===== config.mk =====
export PLATFORM = sky130hd
export DESIGN_NAME = snail_seq_gen
export DESIGN_NICKNAME = d
export VERILOG_FILES = /design/src/rtl/snail_seq_gen.sv
export SDC_FILE = /design/constraint.sdc
export NUM_CORES = 1
export LEC_CHECK = 0
export ABC_AREA = 1
export CORE_MARGIN = 2
export CORE_UTILIZATION = 50
export CTS_CLUSTER_SIZE = 12
export DETAILED_ROUTE_END_ITERATION = 8
export PLACE_DENSITY = 0.72
export SKIP_LAST_GASP = 1
export SLEW_MARGIN = 20
export SYNTH_ARGS = -nofsm -noshare
export SYNTH_HDL_FRONTEND = slang
export SYNTH_SLANG_ARGS = --single-unit

===== constraint.sdc =====
create_clock -name clk -period 3 [get_ports clk]
set_input_delay 0.75 -clock clk [delete_from_list [all_inputs] [get_ports clk]]
set_output_delay 0.75 -clock clk [all_outputs]
set_load 0.05 [all_outputs]

===== src/rtl/snail_seq_gen.sv =====
// Bit-serial pattern transmitter: shifts a captured pattern out MSB-first,
// repeating it reps+1 times with GAP idle cycles between passes.
module snail_seq_gen #(
  parameter int unsigned WIDTH = 8,
  parameter int unsigned LEN_W = 4,
  parameter int unsigned REP_W = 4,
  parameter int unsigned GAP   = 1
) (
  input  logic             clk,
  input  logic             rst,
  input  logic             start,
  input  logic [WIDTH-1:0] pattern,
  input  logic [LEN_W-1:0] len,
  input  logic [REP_W-1:0] reps,
  output logic             D,
  output logic             D_valid,
  output logic             busy,
  output logic             done
);

  localparam int unsigned GAP_W  = 4;
  localparam int unsigned NAME_W = 40;

  typedef enum logic [1:0] {
    S_IDLE  = 2'd0,
    S_SHIFT = 2'd1,
    S_GAP   = 2'd2,
    S_DONE  = 2'd3
  } state_t;

  state_t             state;
  logic [WIDTH-1:0]   sh;
  logic [WIDTH-1:0]   pat_al;
  logic [LEN_W-1:0]   bit_cnt;
  logic [LEN_W-1:0]   len_q;
  logic [REP_W-1:0]   rep_cnt;
  logic [GAP_W-1:0]   gap_cnt;
  logic [NAME_W-1:0]  state_name;

  logic [LEN_W-1:0]   len_eff_c;
  logic [WIDTH-1:0]   pat_al_c;

  // Clamp the length and left-align the pattern so bit [len-1] sits at the MSB.
  always_comb begin
    len_eff_c = (len > LEN_W'(WIDTH)) ? LEN_W'(WIDTH) : len;
    pat_al_c  = pattern << (LEN_W'(WIDTH) - len_eff_c);
  end

  // bit_cnt holds the number of bits still to drive after the one on D.
  always_ff @(posedge clk) begin
    if (rst) begin
      state   <= S_IDLE;
      sh      <= '0;
      pat_al  <= '0;
      bit_cnt <= '0;
      len_q   <= '0;
      rep_cnt <= '0;
      gap_cnt <= '0;
      D       <= 1'b0;
      D_valid <= 1'b0;
      busy    <= 1'b0;
      done    <= 1'b0;
    end else begin
      case (state)
        S_IDLE: begin
          if (start) begin
            rep_cnt <= reps;
            len_q   <= len_eff_c;
            pat_al  <= pat_al_c;
            busy    <= 1'b1;
            if (len_eff_c == '0) begin
              state <= S_DONE;
              done  <= 1'b1;
            end else begin
              state   <= S_SHIFT;
              D       <= pat_al_c[WIDTH-1];
              D_valid <= 1'b1;
              sh      <= pat_al_c << 1;
              bit_cnt <= len_eff_c - LEN_W'(1);
            end
          end
        end

        S_SHIFT: begin
          if (bit_cnt != '0) begin
            D       <= sh[WIDTH-1];
            sh      <= sh << 1;
            bit_cnt <= bit_cnt - LEN_W'(1);
          end else if (rep_cnt != '0) begin
            rep_cnt <= rep_cnt - REP_W'(1);
            if (GAP > 0) begin
              state   <= S_GAP;
              D       <= 1'b0;
              D_valid <= 1'b0;
              gap_cnt <= GAP_W'(GAP - 1);
            end else begin
              D       <= pat_al[WIDTH-1];
              sh      <= pat_al << 1;
              bit_cnt <= len_q - LEN_W'(1);
            end
          end else begin
            state   <= S_DONE;
            D       <= 1'b0;
            D_valid <= 1'b0;
            done    <= 1'b1;
          end
        end

        S_GAP: begin
          if (gap_cnt == '0) begin
            state   <= S_SHIFT;
            D       <= pat_al[WIDTH-1];
            D_valid <= 1'b1;
            sh      <= pat_al << 1;
            bit_cnt <= len_q - LEN_W'(1);
          end else begin
            gap_cnt <= gap_cnt - GAP_W'(1);
          end
        end

        S_DONE: begin
          state <= S_IDLE;
          busy  <= 1'b0;
          done  <= 1'b0;
        end

        default: begin
          state   <= S_IDLE;
          D       <= 1'b0;
          D_valid <= 1'b0;
          busy    <= 1'b0;
          done    <= 1'b0;
        end
      endcase
    end
  end

  // ASCII state name for waveform debug.
  always_comb begin
    case (state)
      S_IDLE:  state_name = "IDLE ";
      S_SHIFT: state_name = "SHIFT";
      S_GAP:   state_name = "GAP  ";
      S_DONE:  state_name = "DONE ";
      default: state_name = "?????";
    endcase
  end

endmodule


==> impl_metrics.yaml <==
status:
  outcome: "finished, final reports clean"
floorplanning:
  num_io_pins: 23
  start_util_pct: 52.65
  die_h_um: 72.41
  coreArea_um2: 4444
  row_count: 24
  die_area_um2: 5242
  die_x_um: 72.41
placement:
  dp.cells: 409
  gp_congestion: 0.9180
  pre_cts_ws_ns: 0.1329
  post-dp-hpwl_um: 4238
  io_buffers: 22
yosys:
  synthTopCellsByArea: "dfxtp_1 (32%), nand2_1 (11%), nand3_1 (7.1%), inv_1 (6.9%), o21ai_0 (6.6%)"
  yosysMostFrequentCell: "nand2_1"
  synthTopCellsByCount: "nand2_1 (66), inv_1 (43), dfxtp_1 (37)"
  postSynthCellCount: 338
  postSynthAreaPerCell_um2: 6.922
  syn-num-nets: 367
  synth_flop_cell: "dfxtp_1"
  synth.distinct_cells: 40
  yosysTopAreaCellShare_pct: 31.66
  synth_area_um2: 2340
  async_flop_share_pct: 0
  ys_ff_latch: 37
  synth_edf_count: 0
  ys_seq_area_share_pct: 31.66
  yosys_warnings: 0
  synth_top_area_cell: "dfxtp_1"
critical_path:
  crit_fanout: 9
  reg2reg_from: "state[0]"
  end_kind: "register"
  critPathLaunchType: "primary input"
  cp_data_required_time_ns: 3.18
  rr_endpoint: "gap_cnt[3]"
  reg2reg_depth: 10
  rrSetupSlack_ns: 0.82
  crit_arrival_ns: 2.76
  critPathKind: "in -> reg"
route:
  ant_nets: 0
  wirelength_um: 5761
  num_vias: 2291
  wl_per_cell_um: 13.82
  dr.pass1.iters: 5
  drt_iter0_drc: 121
  drc: 0
  avgViaCountPerCell: 5.494
sta:
  totalNegativeSetupSlack_ns: 0
  slew_headroom_pct: 57.40
  final.setup.worst_slack_ns: 0.4201
  whs_ns: 0.4774
  finalCritPeriodShare_pct: 86.00
  setup_viol: 0
  slew_violations: 0
  fin_crit_ns: 2.580
  fin_skew_ns: 0.008808
  fmax_mhz: 387.6
  rsz0062_at_grt: "no"
  finalHoldViolations: 0
  worst_pin_slew_ns: 0.6391
global_routing:
  grt_antenna_before_repair: 0
  grt_max_degree: 21
  grt_pass1_wl_um: 9784
  first_global_vias: 2177
  overflow: 0
  grt_use_total_pct: 23.60
finish:
  final_util_pct: 61.97
  drive_above_1_share_pct: 10.68
  finalNonFillerCells: 417
  synthToLayoutAreaGrowth_pct: 17.70
  multiInputGateArea_um2: 1348
  nets: 393
  final.fill_count: 398
  regArea_um2: 740.7
  antenna_cells: 0
power:
  leakage_uw: 0.001268
  ir_drop_uv: 495.7
  p_per_area_nw_per_um2: 1042
worst_hold_path:
  hp-class: "reg -> reg"
  hold_depth: 2
  hold_path_end: "pat_al[2]"
  min_from: "pat_al[2]"
run:
  cap_viol_max_count: 0
clock_network:
  cts_setup_buffers: 0
  tritoncts: "done"
  cts.clk_slew.worst_paths_ns: 0.08
  cts_buffers: 5
  cts_max_path_buffers: 2
  clock_latency_ns: 0.30
  cts.sinks: 37
  cts_resized: 0
  cts_max_level: 2
  root_buffer: "clkbuf_8"
  hold_buffers: 0
worst max-delay path, stage by stage:
cell             delay [ns]
clkdlybuf4s50_1        0.46
inv_1                  0.15
nand2_2                0.09
nand2_4                0.11
nand2_4                0.06
ha_1                   0.26
nand4_1                0.18
nand3_2                0.15
nor2_4                 0.18
inv_2                  0.12
o21ai_0                0.20
a21oi_1                0.06
worst max path at each step:
stage | from | to | slack (ns) | cells past startpoint
global route | len[2] | bit_cnt[2] | 0.25 | 12
CTS | len[2] | bit_cnt[2] | 0.44 | 12
floorplan | len[0] | sh[5] | 0.68 | 13
detailed placement | len[2] | bit_cnt[2] | 0.13 | 12
finish | len[2] | bit_cnt[2] | 0.42 | 12
global placement | len[3] | bit_cnt[2] | 0.16 | 10
flip-flops by register name, indices dropped and copies added (netlist names), 2 cells and up:
| register | cells |
|---|---|
| pat_al | 8 |
| len_q | 4 |
| bit_cnt | 4 |
| gap_cnt | 4 |
| state | 2 |
| sh | 7 |
| rep_cnt | 4 |
area by class of cell:
| class | count | share of cell area [%] |
|---|---|---|
| timing repair buffer | 31 | 10.90 |
| clock buffer | 7 | 3.135 |
| sequential | 37 | 26.90 |
| multi-input combinational | 242 | 48.93 |
| inverter | 47 | 6.679 |
| clock inverter | 1 | 1.090 |
| tap | 52 | 2.363 |
per-layer routing:
layer	vias to the layer above	part of all wire (%)	track usage, %
li1	1172	-	-
met5	-	0	0
met4	0	1.7	8.436
met3	11	4.2	4.028
met1	1050	48	30.66
met2	58	46	39.45
cells in the final DEF, fill, tap and decap left out, types with 3 or more instances in the layout:
cell type,netlist,routed
a31oi_1,4,4
nand2_2,3,3
dfxtp_1,37,37
xor2_1,3,3
nand3_1,33,33
nand2_4,4,4
inv_1,43,43
buf_4,1,8
clkdlybuf4s50_1,0,22
ha_1,10,10
o21ai_0,31,31
clkbuf_8,0,6
o21ai_1,8,8
a21oi_1,30,30
nor3_1,3,3
inv_4,3,3
nor2_1,19,19
nand2_1,66,66
a21oi_2,4,4
power breakdown:
| group | internal [uW] | leakage [uW] | total [uW] | switching [uW] |
|---|---|---|---|---|
| Clock | 271 | 0.0000585 | 457 | 186 |
| Combinational | 594 | 0.000904 | 1670 | 1070 |
| Sequential | 658 | 0.000306 | 745 | 87.5 |
| Total | 1520 | 0.00127 | 2870 | 1350 |
metrics by stage:
step / area (um^2) / power [uW]
floorplan: 2340 / 1977
global placement: 2638 / 2365
detailed placement: 2638 / 2392
CTS: 2754 / 2858
global route: 2754 / 3119
finish: 2754 / 2870
cell families (layout without fill, tap and decap cells):
group,Yosys count,in the layout,share of synthesized area (%)
AND/OR/NAND/NOR,137,137,27.70
AO/OA/AOI/OAI,90,90,21.87
buffers and inverters,59,86,10.75
flip-flops,37,37,31.66
adder cells (fa/ha/maj),10,10,5.348
XOR/XNOR,5,5,2.674
Note: power is estimated with default switching activity, not from simulation.
